File: config.mk
export PLATFORM = sky130hd
export DESIGN_NAME = player_mover
export DESIGN_NICKNAME = d
export VERILOG_FILES = /design/src/rtl/player_mover.sv
export SDC_FILE = /design/constraint.sdc
export NUM_CORES = 1
export LEC_CHECK = 0
export CORE_MARGIN = 2
export CORE_UTILIZATION = 30
export DETAILED_ROUTE_END_ITERATION = 16
export GPL_TIMING_DRIVEN = 1
export HOLD_SLACK_MARGIN = 0.12
export PLACE_DENSITY = 0.59
export SLEW_MARGIN = 30
export SYNTH_ARGS = -nofsm -noshare
export SYNTH_HDL_FRONTEND = slang
export SYNTH_SLANG_ARGS = --single-unit
export TNS_END_PERCENT = 10
File: constraint.sdc
create_clock -name clk -period 3 [get_ports clk]
set_clock_uncertainty 0.2 [all_clocks]
set_input_delay 0.3 -clock clk [delete_from_list [all_inputs] [get_ports clk]]
set_output_delay 0.3 -clock clk [all_outputs]
set_load 0.03 [all_outputs]
File: src/rtl/player_mover.sv
// player_mover: 8-way player sprite controller with playfield clamping and a registered pixel hit flag.
// Optional PLAYER_ACCEL_EN doubles the step once the same motion has held for 8 consecutive ticks.
module player_mover #(
  parameter int SIZE   = 15,
  parameter int STEP   = 4,
  parameter int X_INIT = 30,
  parameter int Y_INIT = 449,
  parameter int X_MIN  = 0,
  parameter int X_MAX  = 639,
  parameter int Y_MIN  = 0,
  parameter int Y_MAX  = 479
) (
  input  logic       clk,
  input  logic       rst,
  input  logic       update,
  input  logic       up,
  input  logic       down,
  input  logic       left,
  input  logic       right,
  input  logic [9:0] xCount,
  input  logic [9:0] yCount,
  output logic       playa,
  output logic [9:0] x_pos,
  output logic [9:0] y_pos,
  output logic [3:0] dir,
  output logic       moving
);
  typedef enum logic [3:0] {
    STOP = 4'd0, UP = 4'd1, DOWN = 4'd2, LEFT = 4'd3, RIGHT = 4'd4,
    UR = 4'd5, UL = 4'd6, DR = 4'd7, DL = 4'd8
  } state_t;
  localparam logic signed [10:0] XLO = 11'(X_MIN);
  localparam logic signed [10:0] XHI = 11'(X_MAX - SIZE + 1);
  localparam logic signed [10:0] YLO = 11'(Y_MIN);
  localparam logic signed [10:0] YHI = 11'(Y_MAX - SIZE + 1);
  localparam logic signed [10:0] ST  = 11'(STEP);
  state_t r_dir, w_dir_nxt;
  logic r_moving, r_playa;
  logic [9:0] r_x, r_y;
  logic w_v_up, w_v_dn, w_h_l, w_h_r;
  logic w_xl, w_xr, w_yu, w_yd;
  logic signed [10:0] w_step, w_xs, w_ys, w_xc, w_yc;
  // Pressing both buttons of a pair cancels that axis.
  assign w_v_up = !up && down;
  assign w_v_dn = !down && up;
  assign w_h_l  = !left && right;
  assign w_h_r  = !right && left;
  always_ff @(posedge clk or negedge rst) begin
    if (!rst) begin
      r_dir    <= STOP;
      r_moving <= 1'b0;
    end else if (update) begin
      r_dir    <= w_dir_nxt;
      r_moving <= w_dir_nxt != STOP;
    end
  end
  always_comb begin
    w_dir_nxt = r_dir;
    if (update)
      case ({w_v_up, w_v_dn, w_h_l, w_h_r})
        4'b1000: w_dir_nxt = UP;
        4'b0100: w_dir_nxt = DOWN;
        4'b0010: w_dir_nxt = LEFT;
        4'b0001: w_dir_nxt = RIGHT;
        4'b1001: w_dir_nxt = UR;
        4'b1010: w_dir_nxt = UL;
        4'b0101: w_dir_nxt = DR;
        4'b0110: w_dir_nxt = DL;
        default: w_dir_nxt = STOP;
      endcase
  end
  always_comb begin
    w_xl = r_dir == LEFT  || r_dir == UL || r_dir == DL;
    w_xr = r_dir == RIGHT || r_dir == UR || r_dir == DR;
    w_yu = r_dir == UP    || r_dir == UR || r_dir == UL;
    w_yd = r_dir == DOWN  || r_dir == DR || r_dir == DL;
  end
`ifdef PLAYER_ACCEL_EN
  logic [3:0] r_run;
  always_ff @(posedge clk or negedge rst) begin
    if (!rst) r_run <= 4'd0;
    else if (update)
      r_run <= (w_dir_nxt == r_dir && r_dir != STOP) ? (r_run == 4'd8 ? 4'd8 : r_run + 4'd1) : 4'd0;
  end
  assign w_step = (r_run == 4'd8) ? ST <<< 1 : ST;
`else
  assign w_step = ST;
`endif
  // Signed 11-bit sums let an underflow past zero be clamped rather than wrap.
  always_comb begin
    w_xs = $signed({1'b0, r_x}) + (w_xr ? w_step : w_xl ? -w_step : 11'sd0);
    w_ys = $signed({1'b0, r_y}) + (w_yd ? w_step : w_yu ? -w_step : 11'sd0);
    w_xc = w_xs < XLO ? XLO : w_xs > XHI ? XHI : w_xs;
    w_yc = w_ys < YLO ? YLO : w_ys > YHI ? YHI : w_ys;
  end
  always_ff @(posedge clk or negedge rst) begin
    if (!rst) begin
      r_x <= 10'(X_INIT);
      r_y <= 10'(Y_INIT);
    end else if (update) begin
      r_x <= w_xc[9:0];
      r_y <= w_yc[9:0];
    end
  end
  always_ff @(posedge clk or negedge rst) begin
    if (!rst) r_playa <= 1'b0;
    else r_playa <= ({1'b0, xCount} >= {1'b0, r_x}) && ({1'b0, xCount} < {1'b0, r_x} + 11'(SIZE)) &&
                    ({1'b0, yCount} >= {1'b0, r_y}) && ({1'b0, yCount} < {1'b0, r_y} + 11'(SIZE));
  end
  assign playa  = r_playa;
  assign x_pos  = r_x;
  assign y_pos  = r_y;
  assign dir    = r_dir;
  assign moving = r_moving;
endmodule
==> flow_summary.ini <==
[clock_tree]
cts_max_level = 1
insertion_delay_ns = 0.26
clock_path_buffers = 2
tritoncts = yes
cts_root_buf = clkbuf_8
cts_buffers = 3
cts.sinks = 25
clk_pin_slew_worst_paths_ns = 0.09

[route]
ant_nets = 0
firstDrtPassIters = 4
route.detailed.drc = 0
routed_wl_um = 8400
post_drt_wl_per_cell_um = 13.9
vias = 3057
via_per_inst = 5.07
drtIter0Drc = 98

[layout]
n_antenna_cell = 0
fillCellCount = 993
final_layout_size_suffix_gt1_frac = 0.278
fin_area_um2 = 4600
syn2layout_area_growth_pct = 43.6
fin_nets = 558
layout.cells.non_filler = 603

[sta]
fmax_mhz = 322
relSlewSlack = 0.604
tightestPinTransition_ns = 0.588
timing.final.crit_period_ns = 3.11
slew_viol_final = 0
rsz0062_at_grt = true
period_share = 1.04
tns_ns = -0.691
finalSetupViolations = 8
fin_ws_ns = -0.110
hold_viol_final = 0
whs_ns = 0.193

[power]
p_total_w = 0.00446
switching_share = 0.486
combPwrFrac = 0.806
clockPowerShare = 0.045
netSwitchingPower_w = 0.00217
pwr-share-seq = 0.149
p_int_w = 0.00229
ir_worst_vdd_uv = 268
leakagePower_nw = 1.94
power.density_nw_per_um2 = 969

[yosys]
synth_area_per_cell_um2 = 8.61
synth_area_leaders = ha_1 (24%), dfrtp_1 (13%), dfstp_2 (6.6%)
synthTopCellsByCount = ha_1 (61), nor2_1 (40), inv_1 (32), a21oi_1 (24)
synth_cells = 372
yosysWarnings = 0
synth.ff_latch_count = 25
synth.top_cell.area_share = 0.238
post-synth-top-count-cell = ha_1
yosysUniqueCellTypes = 63
synthArstFlopShare = 1.00
synth_edf_count = 0
ys_seq_area_frac = 0.198
ys.flop_type = dfrtp_1
yosysTopAreaCell = ha_1
syn-num-nets = 462
syn_area_um2 = 3200

[setup_path]
worstPathMaxFanout = 7
crit_type = reg -> reg
cp_data_required_time_ns = 2.93
setup.worst_path.end_class = register
cp-start-kind = register
critPathArrivalTime_ns = 3.04

[run_status]
status = complete, but fails checks
violations = setup timing

[grt]
grt_max_degree = 28
use_met2 = 0.260
overflow = 0
grt_pass1_wl_um = 14000
grt_use_met3 = 0.0157
grt_use_total = 0.148
antenna_found_initial = 0
use_met1 = 0.196
grt_pass1_vias = 3040
busiest_layer = met2

[placed_design]
dpl.hpwl_um = 6850
io_buffers = 51
gp_congestion = 0.863
place_area_um2 = 4220
dp.cells = 597

[floorplanning]
io_pins = 53
dieArea_um2 = 11500
die_x_um = 107
coreArea_um2 = 10300
rows = 37
start_util = 0.310
die_h_um = 107

[run]
drv_cap = 0

[worst_hold_path]
hold_path_class = in -> async
[worst max-delay path: stages, from the launching register on]
cell      delay (ns)
dfrtp_2         0.43
nand2b_1        0.16
o21ai_0         0.31
nand2_2         0.14
buf_4           0.17
fa_2            0.37
nand2b_4        0.20
a21oi_4         0.17
o31a_1          0.20
nor2_2          0.07
o31ai_4         0.40
a311oi_2        0.15
[final cells by class]
cell class	instances	area, um2	share of cell area
Multi-Input combinational cell	307	2740	0.596
Timing Repair Buffer	99	875	0.190
Sequential cell	25	639	0.139
Tap cell	136	170	0.0370
Inverter	32	125	0.0272
Clock buffer	3	41.3	0.00898
Clock inverter	1	7.51	0.00163
[through the flow]
step | utilization | setup slack [ns]
6_report | 0.446 | -0.110
3_5_place_dp | 0.409 | -0.185
2_1_floorplan | - | -0.101
5_1_grt | 0.446 | -0.227
4_1_cts | 0.425 | -0.0722
3_3_place_gp | 0.409 | -0.134
[sequential cells by signal, indices dropped and copies added, names as in the netlist]
register and cells:
x_pos 10, y_pos 9, dir 4, moving 1, playa 1
[path summary, 6_finish.rpt]
kind / to / cells past startpoint / startpoint / slack, ns
min reg2reg: moving / 2 / moving / 0.33
max in group asynchronous: x_pos[4] / 2 / rst / 2.12
max reg2reg: x_pos[6] / 11 / dir[2] / -0.11
min: playa / 2 / rst / 0.19
max: x_pos[6] / 11 / dir[2] / -0.11
min in group clk: moving / 2 / moving / 0.33
[power by group through the flow]
stage	registers, W	logic [W]	clock network [W]
2_1_floorplan	0.000852	0.00184	0
3_3_place_gp	0.000659	0.00306	0
3_5_place_dp	0.000662	0.00312	0
4_1_cts	0.000662	0.00331	0.000210
5_1_grt	0.000685	0.00397	0.000223
6_report	0.000665	0.00359	0.000201
[layout by cell type (no fill, tap or decap), types with 3 or more instances in the layout]
master / instances
nor2_1: 38
dfstp_2: 8
clkdlybuf4s50_1: 51
nand2_1: 16
o32ai_2: 3
o21ai_0: 9
nor2b_1: 5
o211ai_1: 4
xnor2_1: 15
xnor2_2: 3
o21a_1: 6
a21oi_1: 18
nand4_1: 3
nand2b_4: 3
nand2b_1: 5
dfrtp_2: 3
xor2_1: 5
ha_1: 53
a211oi_1: 7
a311oi_2: 3
buf_4: 47
nor3_1: 6
clkbuf_8: 3
nand3_1: 10
a21oi_2: 5
dfrtp_1: 14
ha_2: 4
ha_4: 4
a31oi_1: 4
a21o_1: 6
o21ai_2: 3
mux2_2: 3
inv_1: 30
o31ai_4: 3
[layer usage]
| metal | share of wire | up-vias |
|---|---|---|
| met4 | 0.017 | 0 |
| li1 | - | 1559 |
| met5 | 0 | - |
| met1 | 0.46 | 1433 |
| met3 | 0.028 | 14 |
| met2 | 0.49 | 51 |
[cell families after synthesis]
kind of cell    share of synthesized area
simple gates                        0.164
compound gates                      0.247
fa+ha+maj                           0.251
buf+inv                            0.0488
xor+xnor                           0.0758
flops                               0.198
mux                                0.0137
other cells                       0.00117
[what timing repair did]
item                                    CTS  global route
pin swaps                                15            27
gates cloned                              0             0
gates resized for setup                  21            39
hold buffers                              0             0
endpoints found under the setup margin   14            18
buffers inserted                          1             1
endpoints found under the hold margin     0             0
Note: power is estimated with default switching activity, not from simulation.
